## src/rtl/uart_link_pkg.sv

```systemverilog
// Shared types and constants for the uart_link serial core (RX/TX state enums, line levels).
// The optional parity bit is enabled by defining UART_PARITY_EN.
package uart_link_pkg;

  typedef enum logic [2:0] {TX_IDLE, TX_START, TX_DATA, TX_PARITY, TX_STOP} tx_state_e;
  typedef enum logic [2:0] {RX_IDLE, RX_START, RX_DATA, RX_PARITY, RX_STOP} rx_state_e;

  localparam logic IDLE_LVL  = 1'b1;
  localparam logic START_LVL = 1'b0;
  localparam logic STOP_LVL  = 1'b1;

  // Counter width able to hold 0..value-1; never narrower than one bit.
  function automatic int clog2(input int value);
    int w;
    w = 1;
    while ((1 << w) < value) w++;
    return w;
  endfunction

endpackage

```

## src/rtl/uart_link_rx.sv

```systemverilog
// UART receiver: samples each bit mid-period, checks stop (and parity with UART_PARITY_EN).
// Presents data_rx with a one-cycle ready_rx pulse at the stop-bit sample point; no backpressure.
module uart_link_rx
  import uart_link_pkg::*;
#(
  parameter int CLKS_PER_BIT = 1,
  parameter int DATA_W       = 8
) (
  input  logic              clk,
  input  logic              rst,
  input  logic              line,
  output logic              ready_rx,
  output logic [DATA_W-1:0] data_rx
);

  localparam int CNT_W = clog2(CLKS_PER_BIT);
  localparam int IDX_W = clog2(DATA_W);
  localparam logic [CNT_W-1:0] CNT_LAST = CNT_W'(CLKS_PER_BIT - 1);
  localparam logic [CNT_W-1:0] CNT_HALF = CNT_W'(CLKS_PER_BIT / 2);
  localparam logic [IDX_W-1:0] IDX_LAST = IDX_W'(DATA_W - 1);

  rx_state_e         rx_state_q, rx_state_d;
  logic [CNT_W-1:0]  rx_cnt_q, rx_cnt_d;
  logic [IDX_W-1:0]  rx_idx_q, rx_idx_d;
  logic [DATA_W-1:0] shift_q, shift_d;
  logic              perr_q, perr_d;
  logic [DATA_W-1:0] data_q, data_d;
  logic              ready_q, ready_d;
  logic              mid, last;

  always_comb begin
    rx_state_d = rx_state_q;
    rx_cnt_d   = rx_cnt_q;
    rx_idx_d   = rx_idx_q;
    shift_d    = shift_q;
    perr_d     = perr_q;
    data_d     = data_q;
    ready_d    = 1'b0;
    mid        = (rx_cnt_q == CNT_HALF);
    last       = (rx_cnt_q == CNT_LAST);
    if (rx_state_q != RX_IDLE) rx_cnt_d = last ? '0 : rx_cnt_q + 1'b1;
    case (rx_state_q)
      RX_IDLE: if (line == START_LVL) begin
        perr_d   = 1'b0;
        rx_idx_d = '0;
        // With one clock per bit the detecting edge is already the start-bit sample.
        if (CLKS_PER_BIT == 1) begin
          rx_state_d = RX_DATA;
          rx_cnt_d   = '0;
        end else begin
          rx_state_d = RX_START;
          rx_cnt_d   = CNT_W'(1);
        end
      end
      RX_START: begin
        if (mid && line != START_LVL) begin
          rx_state_d = RX_IDLE;
          rx_cnt_d   = '0;
        end else if (last) begin
          rx_state_d = RX_DATA;
        end
      end
      RX_DATA: begin
        if (mid) shift_d = {line, shift_q[DATA_W-1:1]};
        if (last) begin
          if (rx_idx_q == IDX_LAST) begin
`ifdef UART_PARITY_EN
            rx_state_d = RX_PARITY;
`else
            rx_state_d = RX_STOP;
`endif
          end else begin
            rx_idx_d = rx_idx_q + 1'b1;
          end
        end
      end
      RX_PARITY: begin
        if (mid) perr_d = (line != ^shift_q);
        if (last) rx_state_d = RX_STOP;
      end
      RX_STOP: if (mid) begin
        rx_state_d = RX_IDLE;
        rx_cnt_d   = '0;
        if (line == STOP_LVL && !perr_q) begin
          data_d  = shift_q;
          ready_d = 1'b1;
        end
      end
      default: rx_state_d = RX_IDLE;
    endcase
  end

  always_ff @(posedge clk or posedge rst) begin
    if (rst) begin
      rx_state_q <= RX_IDLE;
      rx_cnt_q   <= '0;
      rx_idx_q   <= '0;
      shift_q    <= '0;
      perr_q     <= 1'b0;
      data_q     <= '0;
      ready_q    <= 1'b0;
    end else begin
      rx_state_q <= rx_state_d;
      rx_cnt_q   <= rx_cnt_d;
      rx_idx_q   <= rx_idx_d;
      shift_q    <= shift_d;
      perr_q     <= perr_d;
      data_q     <= data_d;
      ready_q    <= ready_d;
    end
  end

  assign ready_rx = ready_q;
  assign data_rx  = data_q;

endmodule

```

## src/rtl/uart_link.sv

```systemverilog
// UART TX with holding buffer, registered loopback line and receiver; UART_PARITY_EN adds even parity.
// Start bit on the line one cycle after ready_tx; ready_tx/write_tx ignored while a frame is in flight.
module uart_link
  import uart_link_pkg::*;
#(
  parameter int CLKS_PER_BIT = 1,
  parameter int DATA_W       = 8
) (
  input  logic              clk,
  input  logic              rst,
  input  logic [DATA_W-1:0] data_tx,
  input  logic              ready_tx,
  input  logic              write_tx,
  output logic              ready_rx,
  output logic [DATA_W-1:0] data_rx
);

  localparam int CNT_W = clog2(CLKS_PER_BIT);
  localparam int IDX_W = clog2(DATA_W);
  localparam logic [CNT_W-1:0] CNT_LAST = CNT_W'(CLKS_PER_BIT - 1);
  localparam logic [IDX_W-1:0] IDX_LAST = IDX_W'(DATA_W - 1);

  tx_state_e         tx_state_q, tx_state_d;
  logic [DATA_W-1:0] tx_buf_q, tx_buf_d;
  logic [CNT_W-1:0]  tx_cnt_q, tx_cnt_d;
  logic [IDX_W-1:0]  tx_idx_q, tx_idx_d;
  logic              line_q, line_d;
  logic              tx_last, tx_free;

  always_comb begin
    tx_state_d = tx_state_q;
    tx_buf_d   = tx_buf_q;
    tx_cnt_d   = tx_cnt_q;
    tx_idx_d   = tx_idx_q;
    tx_last    = (tx_cnt_q == CNT_LAST);
    // The final cycle of the stop bit counts as idle so frames can run back-to-back.
    tx_free    = (tx_state_q == TX_IDLE) || (tx_state_q == TX_STOP && tx_last);
    if (tx_state_q != TX_IDLE) tx_cnt_d = tx_last ? '0 : tx_cnt_q + 1'b1;
    case (tx_state_q)
      TX_START: if (tx_last) begin
        tx_state_d = TX_DATA;
        tx_idx_d   = '0;
      end
      TX_DATA: if (tx_last) begin
        if (tx_idx_q == IDX_LAST) begin
`ifdef UART_PARITY_EN
          tx_state_d = TX_PARITY;
`else
          tx_state_d = TX_STOP;
`endif
        end else begin
          tx_idx_d = tx_idx_q + 1'b1;
        end
      end
      TX_PARITY: if (tx_last) tx_state_d = TX_STOP;
      TX_STOP:   if (tx_last) tx_state_d = TX_IDLE;
      default: ;
    endcase
    if (tx_free) begin
      if (write_tx) tx_buf_d = data_tx;
      if (ready_tx) begin
        tx_state_d = TX_START;
        tx_cnt_d   = '0;
      end
    end
    // Line level follows the next state only, so it never depends on its own history.
    case (tx_state_d)
      TX_START:  line_d = START_LVL;
      TX_DATA:   line_d = tx_buf_d[tx_idx_d];
      TX_PARITY: line_d = ^tx_buf_d;
      TX_STOP:   line_d = STOP_LVL;
      default:   line_d = IDLE_LVL;
    endcase
  end

  always_ff @(posedge clk or posedge rst) begin
    if (rst) begin
      tx_state_q <= TX_IDLE;
      tx_buf_q   <= '0;
      tx_cnt_q   <= '0;
      tx_idx_q   <= '0;
      line_q     <= IDLE_LVL;
    end else begin
      tx_state_q <= tx_state_d;
      tx_buf_q   <= tx_buf_d;
      tx_cnt_q   <= tx_cnt_d;
      tx_idx_q   <= tx_idx_d;
      line_q     <= line_d;
    end
  end

  uart_link_rx #(
    .CLKS_PER_BIT(CLKS_PER_BIT),
    .DATA_W      (DATA_W)
  ) u_rx (
    .clk     (clk),
    .rst     (rst),
    .line    (line_q),
    .ready_rx(ready_rx),
    .data_rx (data_rx)
  );

endmodule

```

## config.mk

```make
export PLATFORM = sky130hd
export DESIGN_NAME = uart_link
export DESIGN_NICKNAME = d
export VERILOG_FILES = /design/src/rtl/uart_link_pkg.sv /design/src/rtl/uart_link_rx.sv /design/src/rtl/uart_link.sv
export SDC_FILE = /design/constraint.sdc
export NUM_CORES = 1
export LEC_CHECK = 0
export ABC_AREA = 1
export CAP_MARGIN = 20
export CORE_ASPECT_RATIO = 0.5
export CORE_MARGIN = 1.5
export CORE_UTILIZATION = 35
export CTS_BUF_LIST = sky130_fd_sc_hd__clkbuf_8
export DETAILED_ROUTE_END_ITERATION = 10
export GPL_TIMING_DRIVEN = 0
export PLACE_DENSITY_LB_ADDON = 0.2
export SLEW_MARGIN = 30
export SYNTH_ARGS = -nofsm -noshare
export SYNTH_HDL_FRONTEND = slang
export SYNTH_SLANG_ARGS = --single-unit
```

## constraint.sdc

```tcl
create_clock -name clk -period 1.75 [get_ports clk]
set_clock_uncertainty 0.15 [all_clocks]
set_input_delay 0.525 -clock clk [delete_from_list [all_inputs] [get_ports clk]]
set_output_delay 0.525 -clock clk [all_outputs]
set_load 0.005 [all_outputs]
```

# Yosys cells after proc, flatten, opt, wreduce, memory -nomap -nowiden
# Cells that the tools add are included.
# word_totals
ff_bits	41
# op_classes
add_sub_neg	4
magnitude_cmp	1
n_eq_ne	21
muxes	45
n_bitwise	2
n_reduce_logical	18
# op_table
operator	count
$mux 3	20
$eq 3x2->1 const B	6
$mux 8	2
$reduce_xor 8->1	2
$mux 1	15
$pmux 3 s5	1
$eq 3x3->1 const B	4
$pmux 3 s2	2
$pmux 3 s4	1
$ne 2x2->1 const B	5
$eq 3x1->1 const B	3
$add 3x1->3 const B	2
$logic_not 3->1	2
$pmux 1 s3	2
$reduce_and 3->1	2
$reduce_and 6->1	1
$reduce_bool 3->1	2
$lt 3x4->1 const B	1
$reduce_and 4->1	1
$reduce_bool 2->1	2
$bmux 1 s3	1
$logic_and 1x1->1	3
$ne 3x3->1 const B	1
$add 1x1->1 const B	2
other kinds (7)	8

# Longest topological paths before layout
# depth
word_depth	8
mapped_depth	14

# Hierarchy
# From an unflattened synthesis, not the netlist that was laid out.
# unflattened
hier_cells	306
area_unflattened_um2	2302.2
# by_module_without_submodules
module	n_inst	cells_per_inst	area_per_inst_um2	seq_area_each_um2
uart_link	1	197	1285.0	401.6
uart_link_rx	1	109	1017.2	575.6

# Worst setup path before layout
# Ideal clock, no wire load.
# synth_timing
path_kind	in2reg
from	in write_tx
to	reg line_q
arrival_ns	1.509
t_required_ns	1.518
path_slack_ns	0.008
path_stages	11
path_buffers	2
cell_sequence	buf_4 buf_2 o21ai_0 o21ai_0 nand2_1 nand2_1 nand2_1 nand2_1 nand2_1 nand3_1 nand3_1
# synth_between
elab_chain_cells	5
word_cells_on_any_way	6
# synth_rtl
item	line	text
start: declaration	uart_link.sv:13	input logic write_tx,
$mux 8 *	uart_link.sv:60	if (write_tx) tx_buf_d = data_tx;
$mux 8 *	uart_link.sv:59	if (tx_free) begin
$bmux 1 s3	uart_link.sv:69	TX_DATA: line_d = tx_buf_d[tx_idx_d];
$mux 1 (implied by the code)	uart_link.sv:69	
$pmux 1 s3 *	uart_link.sv:67	case (tx_state_d)
via line_d	uart_link.sv:27	logic line_q, line_d;
end signal: assignment	uart_link.sv:88	line_q <= line_d;
end: declaration	uart_link.sv:27	
# The timed path passes the listed nets; every way through them passes the cells marked *. The select of a mux whose other input is x is not followed.
# A chain may end at the register's enable or synchronous reset.

# Final worst setup path
# layout_timing
from	reg tx_state_q[1]
to	reg line_q
# layout_between
elab_chain_cells	7
word_cells_on_any_way	24
# layout_rtl
item	line	text
start: declaration	uart_link.sv:23	tx_state_e tx_state_q, tx_state_d;
start signal: assignment	uart_link.sv:84	tx_state_q <= tx_state_d;
$eq 3x3->1	uart_link.sv:37	tx_free = (tx_state_q == TX_IDLE) || (tx_state_q == TX_STOP && tx_last);
$logic_and 1x1->1	uart_link.sv:37	
$logic_or 1x1->1 *	uart_link.sv:37	
$mux 8 *	uart_link.sv:59	
via tx_buf_d[4]	uart_link.sv:24	logic [DATA_W-1:0] tx_buf_q, tx_buf_d;
$bmux 1 s3	uart_link.sv:69	
$mux 1 (implied by the code)	uart_link.sv:69	
$pmux 1 s3 *	uart_link.sv:67	
via line_d	uart_link.sv:27	
# Marked as above.

==> impl_metrics.json <==
{
  "clk_pin_slew_ps": 80,
  "drt_iter0_drc": 121,
  "maxSlewViolCount": 0,
  "worstPathRequired_ps": 1820,
  "finalSetupViolCount": 1,
  "grt_pass1_wl_um": 8120,
  "reg2reg_from": "tx_state_q[1]$_DFF_PP0_",
  "tns_ps": -51.0,
  "drtAntennaViolNets": 0,
  "violations": "negative setup slack",
  "ir_drop_mv": 0.499,
  "viasPerCell": 4.76,
  "clk-insertion-delay-late_ps": 290,
  "max-cap-violations": 0,
  "drive_gt1_frac": 0.212,
  "max-slew-margin-rel": 0.774,
  "pin_count": 21,
  "clock_sinks": 39,
  "area_growth_pct": 27.0,
  "dieArea_um2": 6690,
  "status": "finished with violations",
  "post-place-ws_ps": -345,
  "worstSetupPathType": "flop to flop",
  "drt_drc_violations_left": 0,
  "critPathCaptureType": "flop",
  "max_freq_mhz": 555,
  "dr.pass1.iters": 4,
  "path_cells": "nor2_4 -> nand3_2 -> buf_6 -> nand2_2 -> nand2_4 -> nand2_2 -> nand2_2 -> inv_2 -> nand2_1 -> nand2_1 -> nand2_1 -> nand3_2 -> nand3_2",
  "worst-r2r-cell-count": 13,
  "num_antenna_cells": 0,
  "die_y_um": 58.6,
  "synth_ff_type": "dfrtp_1",
  "ys_ff_latch": 39,
  "worstSetupStartpointType": "flop",
  "grt_max_degree": 29,
  "syn_nets": 314,
  "cts_made_buffers": 5,
  "period_share": 1.03,
  "cts_buffer_depth": 2,
  "yosysWarningCount": 0,
  "cts_tree": "yes",
  "grt_overflow": 0,
  "routed-via-count": 1966,
  "cp_data_arrival_time_ps": 1870,
  "r2r_slack_ps": -50,
  "fin_nets": 354,
  "rows": 19,
  "power_density_nw_per_um2": 1740,
  "drt-total-wl_um": 4950,
  "design_area_um2": 2750,
  "start_util": 0.379,
  "hold_class": "input port to async pin",
  "period_needed_ps": 1800,
  "synth-async-reset-ratio": 1.00,
  "fillers": 566,
  "wl_per_cell_um": 12.0,
  "hpwl_um": 3390,
  "critical_path_peak_fanout": 5,
  "synth_area_um2": 2160,
  "final_util": 0.482,
  "gp_congestion": 0.801,
  "path_buf_inv": 2,
  "seq_area_frac_synth": 0.452,
  "whs_ps": 324,
  "port_buffers": 19,
  "netlist_instances": 299,
  "hold_viol_final": 0,
  "core_area_um2": 5710,
  "slowest_stage": "dfrtp_2",
  "p_leak_nw": 1.42,
  "root_buffer": "clkbuf_8",
  "antenna_found_initial": 0,
  "cts-hold-fix-buffers": 0,
  "synth.distinct_cells": 25,
  "synth_edf_count": 0,
  "fin_ws_ps": -51.0,
  "dpl-instance-area_um2": 2460,
  "worst_path_dominant_cell_family": "simple AND/OR/NAND/NOR gates",
  "worst_slew_pin_slew_ps": 339,
  "grt_usage": 0.158,
  "rsz0062_at_grt": "true",
  "fp.dieW_um": 114,
  "r2r_end": "line_q$_DFF_PP1_",
  "htree_levels": 2,
  "slowest_delay_ps": 430,
  "grt_pass1_vias": 1764,
  "syn_area_per_cell_um2": 7.24
}
[placed cells by master, fill, tap and decap left out, types with 2 or more instances in the layout]
cell and instances:
a21oi_1 3, buf_4 13, buf_6 4, clkbuf_8 5
clkdlybuf4s50_1 10, dfrtp_1 34, dfrtp_2 4, dlygate4sd2_1 9
ha_1 2, inv_1 39, inv_2 7, nand2_1 101
nand2_2 17, nand2_4 6, nand3_1 17, nand3_2 4
nand4_1 13, nor2_1 8, o21ai_0 24, o21ai_1 2
[layer usage]
metal / wire length (µm) / vias up / GRT usage
met5: 0 / - / 0
met4: 85 / 0 / 0.0696
met3: 206 / 7 / 0.0402
met2: 2290 / 27 / 0.262
met1: 2370 / 907 / 0.201
li1: - / 1025 / -
[flip-flops by register name (all words and copies together) (netlist names)]
register	count
u_rx.ready_rx	1
tx_buf_q	8
u_rx.rx_state_q	2
u_rx.rx_idx_q	3
tx_idx_q	3
tx_cnt_q	1
u_rx.shift_q	8
u_rx.data_rx	8
u_rx.rx_cnt_q	1
tx_state_q	3
line_q	1
[final cells by class]
class | instances | area (µm²) | share of cell area
inverter | 46 | 175 | 0.0638
buffer | 7 | 55.1 | 0.0200
timing repair buffer | 33 | 300 | 0.109
sequential | 39 | 982 | 0.357
tap | 73 | 91.3 | 0.0332
clock buffer | 5 | 68.8 | 0.0250
clock inverter | 3 | 16.3 | 0.00592
multi-input combinational | 207 | 1060 | 0.385
[per-stage QoR]
step                std cells  power (mW)
finish                    413        4.78
global route              413        5.26
CTS                       406        4.45
floorplan                 299        3.14
detailed placement        392        3.78
global placement          391        3.71
[report_power, final]
group | leakage (nW) | switching, mW | total [mW] | internal [mW]
combinational | 0.885 | 1.57 | 2.63 | 1.06
clock | 0.0453 | 0.335 | 0.608 | 0.273
sequential | 0.493 | 0.247 | 1.54 | 1.29
[synth_stat cells, types with 2 or more instances]
cell        n  area, µm²
inv_2       5       18.8
o21ai_0    25        125
buf_2       2       10.0
nand2_2    11       68.8
nor2_1      9       33.8
dfrtp_1    38        951
nand3_2     3       30.0
inv_1      41        154
clkbuf_1    2       7.51
a21oi_1     3       15.0
nand2_1   113        424
nand4_1    13       81.3
nand3_1    19       95.1
buf_4       2       15.0
ha_1        3       37.5
[how the worst max path moves through the flow]
stage,endpoint,cells after the start,from
after detailed placement,line_q$_DFF_PP1_,11,data_tx[0]
after CTS,line_q$_DFF_PP1_,13,tx_state_q[1]$_DFF_PP0_
after floorplan,line_q$_DFF_PP1_,11,write_tx
after global placement,u_rx.data_rx[3]$_DFFE_PP0P_,2,rst
after global routing,line_q$_DFF_PP1_,13,tx_state_q[1]$_DFF_PP0_
final,line_q$_DFF_PP1_,13,tx_state_q[1]$_DFF_PP0_
[kinds of logic after synthesis]
kind of cell | share of synthesized area
adder cells (fa/ha/maj) | 0.0174
AND/OR/NAND/NOR | 0.355
flip-flops | 0.452
AO/OA/AOI/OAI | 0.0763
buffers and inverters | 0.100
[timing repair]
item / in CTS / in global routing
setup endpoints to repair: 10 / 18
gates cloned: 0 / 1
pin swaps: 2 / 12
buffers inserted: 6 / 6
resized for setup: 14 / 37
Note: power is estimated with default switching activity, not from simulation.
